===== config.mk =====
export PLATFORM = sky130hd
export DESIGN_NAME = cache_ahb_burst_ctrl
export DESIGN_NICKNAME = d
export VERILOG_FILES = /design/src/rtl/cache_ahb_burst_ctrl_pkg.sv /design/src/rtl/cache_ahb_burst_ctrl_beat_counter.sv /design/src/rtl/cache_ahb_burst_ctrl.sv
export SDC_FILE = /design/constraint.sdc
export NUM_CORES = 1
export LEC_CHECK = 0
export BUFFER_PORTS_ARGS = -buffer_cell sky130_fd_sc_hd__buf_4
export CELL_PAD_IN_SITES_DETAIL_PLACEMENT = 1
export CELL_PAD_IN_SITES_GLOBAL_PLACEMENT = 1
export CORE_MARGIN = 2
export CORE_UTILIZATION = 34
export CTS_CLUSTER_DIAMETER = 200
export DETAILED_ROUTE_END_ITERATION = 12
export GPL_TIMING_DRIVEN = 1
export PLACE_DENSITY_LB_ADDON = 0.25
export SYNTH_ARGS = -nofsm -noshare
export SYNTH_HDL_FRONTEND = slang
export SYNTH_SLANG_ARGS = --single-unit

===== constraint.sdc =====
create_clock -name clk -period 2.48 [get_ports clk]
set_input_delay 0.124 -clock clk [delete_from_list [all_inputs] [get_ports clk]]
set_output_delay 0.124 -clock clk [all_outputs]
set_load 0.02 [all_outputs]

===== src/rtl/cache_ahb_burst_ctrl_pkg.sv =====
// Shared types and AHB-Lite encodings for the cache line burst controller.
package cache_ahb_burst_ctrl_pkg;

    typedef enum logic [1:0] {IDLE, FETCH, WRITEBACK, DONE} busstate_t;

    localparam logic [1:0] AHB_IDLE   = 2'b00;
    localparam logic [1:0] AHB_NONSEQ = 2'b10;
    localparam logic [1:0] AHB_SEQ    = 2'b11;

    // Fixed-length incrementing burst code for a given beat count.
    function automatic logic [2:0] burst_code(input int beats);
        case (beats)
            4:       burst_code = 3'b011;
            8:       burst_code = 3'b101;
            16:      burst_code = 3'b111;
            default: burst_code = 3'b001;
        endcase
    endfunction

endpackage


===== src/rtl/cache_ahb_burst_ctrl_beat_counter.sv =====
// Beat counter with enable, synchronous clear and a terminal-count flag.
module cache_ahb_burst_ctrl_beat_counter #(
    parameter int W    = 3,
    parameter int LAST = 7
) (
    input  logic         clk,
    input  logic         reset,
    input  logic         en,
    input  logic         clr,
    output logic [W-1:0] cnt,
    output logic         tc
);

    always_ff @(posedge clk) begin
        if (!reset)    cnt <= '0;
        else if (clr)  cnt <= '0;
        else if (en)   cnt <= cnt + 1'b1;
    end

    assign tc = (cnt == W'(LAST));

endmodule


===== src/rtl/cache_ahb_burst_ctrl.sv =====
// Turns one cache line fetch/writeback into a single incrementing AHB burst.
module cache_ahb_burst_ctrl
    import cache_ahb_burst_ctrl_pkg::*;
#(
    parameter int PA_BITS = 32,
    parameter int AHBW    = 32,
    parameter int LINELEN = 256,
    parameter int LOGBWPL = $clog2(LINELEN/AHBW)
) (
    input  logic               clk,
    input  logic               reset,
    input  logic               Flush,
    input  logic [1:0]         CacheBusRW,
    input  logic [PA_BITS-1:0] CacheBusAdr,
    input  logic [AHBW-1:0]    CacheReadDataWord,
    output logic               CacheBusAck,
    output logic [LOGBWPL-1:0] BeatCount,
    output logic               SelBusBeat,
    output logic [LINELEN-1:0] FetchBuffer,
    output logic [PA_BITS-1:0] HADDR,
    output logic [1:0]         HTRANS,
    output logic               HWRITE,
    output logic [2:0]         HBURST,
    output logic [2:0]         HSIZE,
    output logic [AHBW-1:0]    HWDATA,
    input  logic               HREADY,
    input  logic [AHBW-1:0]    HRDATA
);

    localparam int BEATSPERLINE = LINELEN / AHBW;
    localparam int BYTESHIFT    = $clog2(AHBW / 8);

    busstate_t            state, nextState;
    logic [LOGBWPL:0]     adrBeat;
    logic                 adrEn, adrClr, adrTc;
    logic                 beatEn, beatTc;

    // Address counter is one bit wider so it can reach BEATSPERLINE (all issued).
    cache_ahb_burst_ctrl_beat_counter #(.W(LOGBWPL+1), .LAST(BEATSPERLINE)) adrCnt (
        .clk(clk), .reset(reset), .en(adrEn), .clr(adrClr), .cnt(adrBeat), .tc(adrTc)
    );

    // Data-phase counter wraps to 0 naturally after the last beat.
    cache_ahb_burst_ctrl_beat_counter #(.W(LOGBWPL), .LAST(BEATSPERLINE-1)) beatCnt (
        .clk(clk), .reset(reset), .en(beatEn), .clr(1'b0), .cnt(BeatCount), .tc(beatTc)
    );

    always_ff @(posedge clk) begin
        if (!reset) state <= IDLE;
        else        state <= nextState;
    end

    always_comb begin
        nextState   = state;
        HTRANS      = AHB_IDLE;
        HWRITE      = 1'b0;
        adrEn       = 1'b0;
        adrClr      = 1'b0;
        beatEn      = 1'b0;
        CacheBusAck = 1'b0;
        SelBusBeat  = 1'b0;
        case (state)
            IDLE: begin
                if (CacheBusRW != 2'b00 && !Flush) begin
                    HTRANS = AHB_NONSEQ;
                    HWRITE = CacheBusRW[0];
                    if (HREADY) begin
                        adrEn     = 1'b1;
                        nextState = CacheBusRW[1] ? FETCH : WRITEBACK;
                    end
                end
            end
            FETCH, WRITEBACK: begin
                SelBusBeat = 1'b1;
                HWRITE     = (state == WRITEBACK);
                if (!adrTc) HTRANS = AHB_SEQ;
                if (HREADY) begin
                    beatEn = 1'b1;
                    adrEn  = !adrTc;
                    if (beatTc) begin
                        nextState = DONE;
                        adrClr    = 1'b1;
                    end
                end
            end
            DONE: begin
                SelBusBeat  = 1'b1;
                CacheBusAck = 1'b1;
                nextState   = IDLE;
            end
            default: nextState = IDLE;
        endcase
        // Bus and cache handshakes stay quiet while reset is asserted.
        if (!reset) begin
            HTRANS      = AHB_IDLE;
            CacheBusAck = 1'b0;
            SelBusBeat  = 1'b0;
        end
    end

    always_ff @(posedge clk) begin
        if (!reset) begin
            FetchBuffer <= '0;
        end else if (state == FETCH && HREADY) begin
            for (int i = 0; i < BEATSPERLINE; i++)
                if (BeatCount == LOGBWPL'(i)) FetchBuffer[i*AHBW +: AHBW] <= HRDATA;
        end
    end

    assign HADDR  = CacheBusAdr + (PA_BITS'(adrBeat) << BYTESHIFT);
    assign HWDATA = CacheReadDataWord;
    assign HBURST = burst_code(BEATSPERLINE);
    assign HSIZE  = 3'(BYTESHIFT);

endmodule


After elaboration in Yosys (flattened, before gate mapping)
Cells that the tools add are included.

word-level totals
  register bits = 265
  bits of input ports = 102
  output and inout port bits = 334
  word-level logic and storage cells = 73

cells by class
  $add $sub $neg = 3
  equality and inequality tests = 15
  mux-type cells = 24
  bitwise operators = 1
  reduce and logical (&&, ||, !) cells = 19

operator list
  operator                                                                count
  32-bit by 6-bit adder with 32-bit output                                1
  2-bit two-way mux                                                       8
  2-bit AND reduction                                                     8
  3-bit equality test (second input constant)                             4
  1-bit two-way mux                                                       12
  3-bit by 2-bit equality test with 1-bit output (second input constant)  2
  2-bit != test (second input constant)                                   3
  2-bit one-hot mux with 3 select lines                                   1
  4-bit by 1-bit adder with 4-bit output (second input constant)          1
  2-bit equality test (second input constant)                             2
  4-bit equality test (second input constant)                             1
  1-bit one-hot mux with 2 select lines                                   2
  2-bit one-hot mux with 2 select lines                                   1
  4-bit AND reduction                                                     1
  2-bit OR reduction                                                      2
  3-bit by 1-bit adder with 3-bit output (second input constant)          1
  3-bit by 1-bit equality test with 1-bit output (second input constant)  1
  3-bit zero test                                                         1
  3-bit OR reduction                                                      1
  2-bit by 1-bit equality test with 1-bit output (second input constant)  1
  1-bit logical AND                                                       2
  1-bit zero test                                                         2
  2-bit zero test                                                         1
  2-bit by 1-bit != test with 1-bit output (second input constant)        1
  2 further kinds                                                         2

Depth between registers and ports, before layout
  word-level depth = 5
  mapped depth = 8
  mapped depth without buffers = 7

Hierarchy
From an unflattened synthesis, not the netlist that was laid out.

unflattened totals
  cells, all modules = 1372
  area total of the unflattened synthesis = 10677.7 um2

by module, submodules not included
  module                                       instances  cells each  area an instance (um2)  seq. area each (um2)
  cache_ahb_burst_ctrl                         1          1338        10337.4                 5165.0
  cache_ahb_burst_ctrl_beat_counter (adrCnt)   1          22          209.0                   80.1
  cache_ahb_burst_ctrl_beat_counter (beatCnt)  1          12          131.4                   60.1

Worst setup path before layout
Ideal clock, no wire load.

  kind = reg-to-output
  from = register adrCnt.cnt[0]
  to = output port HADDR[24]
  arrival time = 1946 ps
  required time = 2356 ps
  setup slack = 410 ps
  cell stages (with the launch flop) = 9
  cell sequence = dfxtp_1 ha_1 inv_1 fa_1 nor2b_1 o21a_1 buf_2 o2111ai_1 xnor2_1

between the ends
  cells in the longest elaborated chain, start to end = 1

ends and longest elaborated chain
  element                                   line                                     text
  start, declared                           cache_ahb_burst_ctrl_beat_counter.sv:10  output logic [W-1:0] cnt,
  start signal, assigned                    cache_ahb_burst_ctrl_beat_counter.sv:17  else if (en) cnt <= cnt + 1'b1;
  32-bit by 6-bit adder with 32-bit output  cache_ahb_burst_ctrl.sv:110              assign HADDR = CacheBusAdr + (PA_BITS'(adrBeat) << BYTESHIFT);
  end, declared                             cache_ahb_burst_ctrl.sv:20               output logic [PA_BITS-1:0] HADDR,

No other way between the ends.

Worst setup path after layout
Same ends and word-level chain as after synthesis.

==> results.py <==
metrics = {
    "floorplanning": {
        "ios": 436,
        "fp.dieW_um": 181,
        "initial_core_util": 0.347,
        "die_h_um": 181,
        "fp-row-count": 64,
        "dieArea_mm2": 0.0328,
        "core_area_mm2": 0.0307,
    },
    "sta": {
        "drv_slew": 0,
        "finalHoldViolCount": 0,
        "rsz0062_at_grt": "yes",
        "tightest_slew_ns": 0.588,
        "layout_setup_ws_ns": 0.0788,
        "skew_ns": 0.0347,
        "max_freq_mhz": 416,
        "setup_viol": 0,
        "fin_crit_sh": 0.968,
        "relSlewSlack": 0.608,
        "period_needed_ns": 2.40,
    },
    "clocking": {
        "htree_levels": 1,
        "cts.reportedPaths.clkPinSlew_ns": 0.06,
        "cts_buffer_depth": 3,
        "cts_tree": "done",
        "cts_sinks": 265,
        "clk_latency_ns": 0.57,
        "cts_buffers": 29,
        "root_buffer": "clkbuf_16",
    },
    "worst_setup_path": {
        "reg2reg_depth": 7,
        "reg2reg_to": "FetchBuffer[87]",
        "cp_max_fo": 7,
        "arrival_ns": 2.28,
        "r2r_start": "state[1]",
        "path_class": "flip-flop to output pin",
        "crit_required_ns": 2.36,
        "start_kind": "flip-flop",
        "worstSetupEndpointType": "output pin",
        "r2r_slack_ns": 0.42,
    },
    "power_and_ir_drop": {
        "p_per_area_mw_per_mm2": 713,
        "finalPower_w": 0.0106,
        "p_seq_frac": 0.421,
        "power.share.switching": 0.280,
        "p_clk_frac": 0.417,
        "power_frac_comb": 0.162,
        "power.leakage_nw": 5.89,
        "power_switching_w": 0.00297,
        "internal-power_w": 0.00765,
        "max-vdd-ir-drop_v": 0.000520,
    },
    "synth": {
        "yosysWarnings": 0,
        "synth_cell_type_count": 39,
        "ys_async_sr_fraction": 0,
        "netlist_instances": 1379,
        "synth-seq-cells": 265,
        "synth_edf_count": 0,
        "synth_area_mm2": 0.0107,
        "syn_avg_cell_area_um2": 7.73,
        "dominantRegCellSynth": "dfxtp_1",
        "ys_seq_area_frac": 0.498,
    },
    "hold_path": {
        "worstHoldPathType": "input pin to output pin",
        "hold_path_end": "HADDR[1]",
        "min-delay-start": "CacheBusAdr[1]",
        "hold_depth": 0,
    },
    "drt": {
        "vias": 10400,
        "wl_per_cell_um": 19.4,
        "final_antenna_net_count": 0,
        "drcViolationCount": 0,
        "wl_um": 40900,
        "vias_per_cell": 4.96,
        "drt_iter0_drc": 494,
        "drt_first_pass_iters": 6,
    },
    "run_status": {
        "outcome": "finished, final reports clean",
    },
    "grt": {
        "antenna_found_initial": 0,
        "grtUsageTotal": 0.241,
        "grt_pass1_vias": 10800,
        "grt-ovfl-total": 0,
        "grt_pass1_wl_um": 62300,
        "grt_max_degree": 92,
    },
    "cells_and_area": {
        "drive_gt1_frac": 0.282,
        "final_cell_count_no_fill": 2105,
        "diodes": 0,
        "mostFrequentLayoutCells": "528 x nand2_1, 390 x buf_4, 268 x a21oi_1, 263 x dfxtp_1, 35 x dlygate4sd3_1",
        "fillers": 3723,
        "layout_commonest_cell": "nand2_1",
        "area_growth_pct": 39.6,
        "final_nets": 1807,
    },
    "job": {
        "drv_cap": 0,
    },
    "placement": {
        "io_buffers": 361,
        "place_congestion": 0.777,
        "dp_cells": 2012,
        "place_ws_ns": 0.209,
        "hpwlAfterDp_um": 28400,
    },
}
[cells by family after synthesis]
kind of cell,Yosys count,synth area share
simple gates,595,0.223
buf+inv,175,0.0860
compound gates,293,0.144
flops,265,0.498
mux,2,0.00235
other cells,2,0.000704
xor+xnor,29,0.0238
fa+ha+maj,18,0.0218
[Yosys cell counts, drive strengths merged (2+ instances only)]
library cell,instances,area [um^2]
nand4,7,43.8
o2111ai,6,52.6
dfxtp,265,5310
or4,2,15.0
conb,2,7.51
o31ai,2,15.0
o21ai,5,25.0
xnor2,29,254
a2111oi,2,17.5
buf,112,676
nand3,16,80.1
nand2,528,1980
clkbuf,48,180
and2,2,12.5
and3,12,75.1
nor3,2,10.0
o211ai,5,37.5
nor2b,4,25.0
inv,15,61.3
nor2,12,55.1
nand2b,3,18.8
ha,17,213
and4,6,57.6
a21oi,268,1340
[registers in the layout, summed over array words and instances (netlist names)]
register	cells
state	2
FetchBuffer	256
beatCnt.cnt	3
adrCnt.cnt	4
[layer usage]
layer / routed length, um / share of wire / vias up / global-route usage
li1: - / - / 5003 / -
met4: 1190 / 0.029 / 0 / 0.0719
met1: 16600 / 0.41 / 5022 / 0.283
met3: 3130 / 0.077 / 72 / 0.0675
met5: 0 / 0 / - / 0
met2: 20000 / 0.49 / 343 / 0.427
[through the flow]
step                      utilization  hold WS [ns]  area (um^2)  TNS [ns]
after floorplan                     -         0.306        10700         0
after global placement          0.437         0.248        13400         0
after detailed placement        0.437         0.248        13400         0
after CTS                       0.482         0.213        14800         0
after global routing            0.484         0.248        14900    -0.291
final                           0.484         0.248        14900         0
[cell type report]
| cell class | instances | area, um^2 | area share |
|---|---|---|---|
| Sequential cell | 265 | 5310 | 0.357 |
| Multi-Input combinational cell | 944 | 4600 | 0.309 |
| Timing Repair Buffer | 432 | 3420 | 0.230 |
| Clock buffer | 40 | 857 | 0.0576 |
| Tap cell | 396 | 495 | 0.0333 |
| Clock inverter | 13 | 135 | 0.00908 |
| Inverter | 15 | 68.8 | 0.00462 |
[how the worst max path moves through the flow]
stage / from / endpoint / slack, ns
6_report: adrCnt.cnt[0] / HADDR[24] / 0.08
5_1_grt: adrCnt.cnt[0] / HADDR[30] / -0.05
4_1_cts: adrCnt.cnt[0] / HADDR[16] / 0.003
3_5_place_dp: adrCnt.cnt[0] / HADDR[16] / 0.21
3_3_place_gp: adrCnt.cnt[0] / HADDR[30] / 0.34
2_1_floorplan: adrCnt.cnt[0] / HADDR[24] / 0.41
[what timing repair did]
action                                 in CTS  in global routing
hold buffers                               35                  0
pin swaps                                   3                  6
gates resized for setup                     8                  9
cloned                                      1                  0
setup buffers                               1                  3
setup endpoints to repair                  13                 23
endpoints found under the hold margin     264                  0
[critical path, stage by stage, from the launching register on]
cell,delay (ns)
dfxtp_2,0.35
ha_4,0.14
inv_2,0.04
fa_2,0.41
nor2b_4,0.14
o21a_4,0.19
o2111ai_1,0.13
xnor2_1,0.19
buf_4,0.16
[power groups by stage]
| stage | logic (W) | clock network, W | registers, W |
|---|---|---|---|
| 6_report | 0.00172 | 0.00443 | 0.00447 |
| 5_1_grt | 0.00186 | 0.00473 | 0.00449 |
| 4_1_cts | 0.00170 | 0.00452 | 0.00447 |
| 3_5_place_dp | 0.00164 | 0 | 0.00457 |
| 3_3_place_gp | 0.00160 | 0 | 0.00456 |
| 2_1_floorplan | 0.000957 | 0 | 0.00466 |
Note: power is estimated with default switching activity, not from simulation.
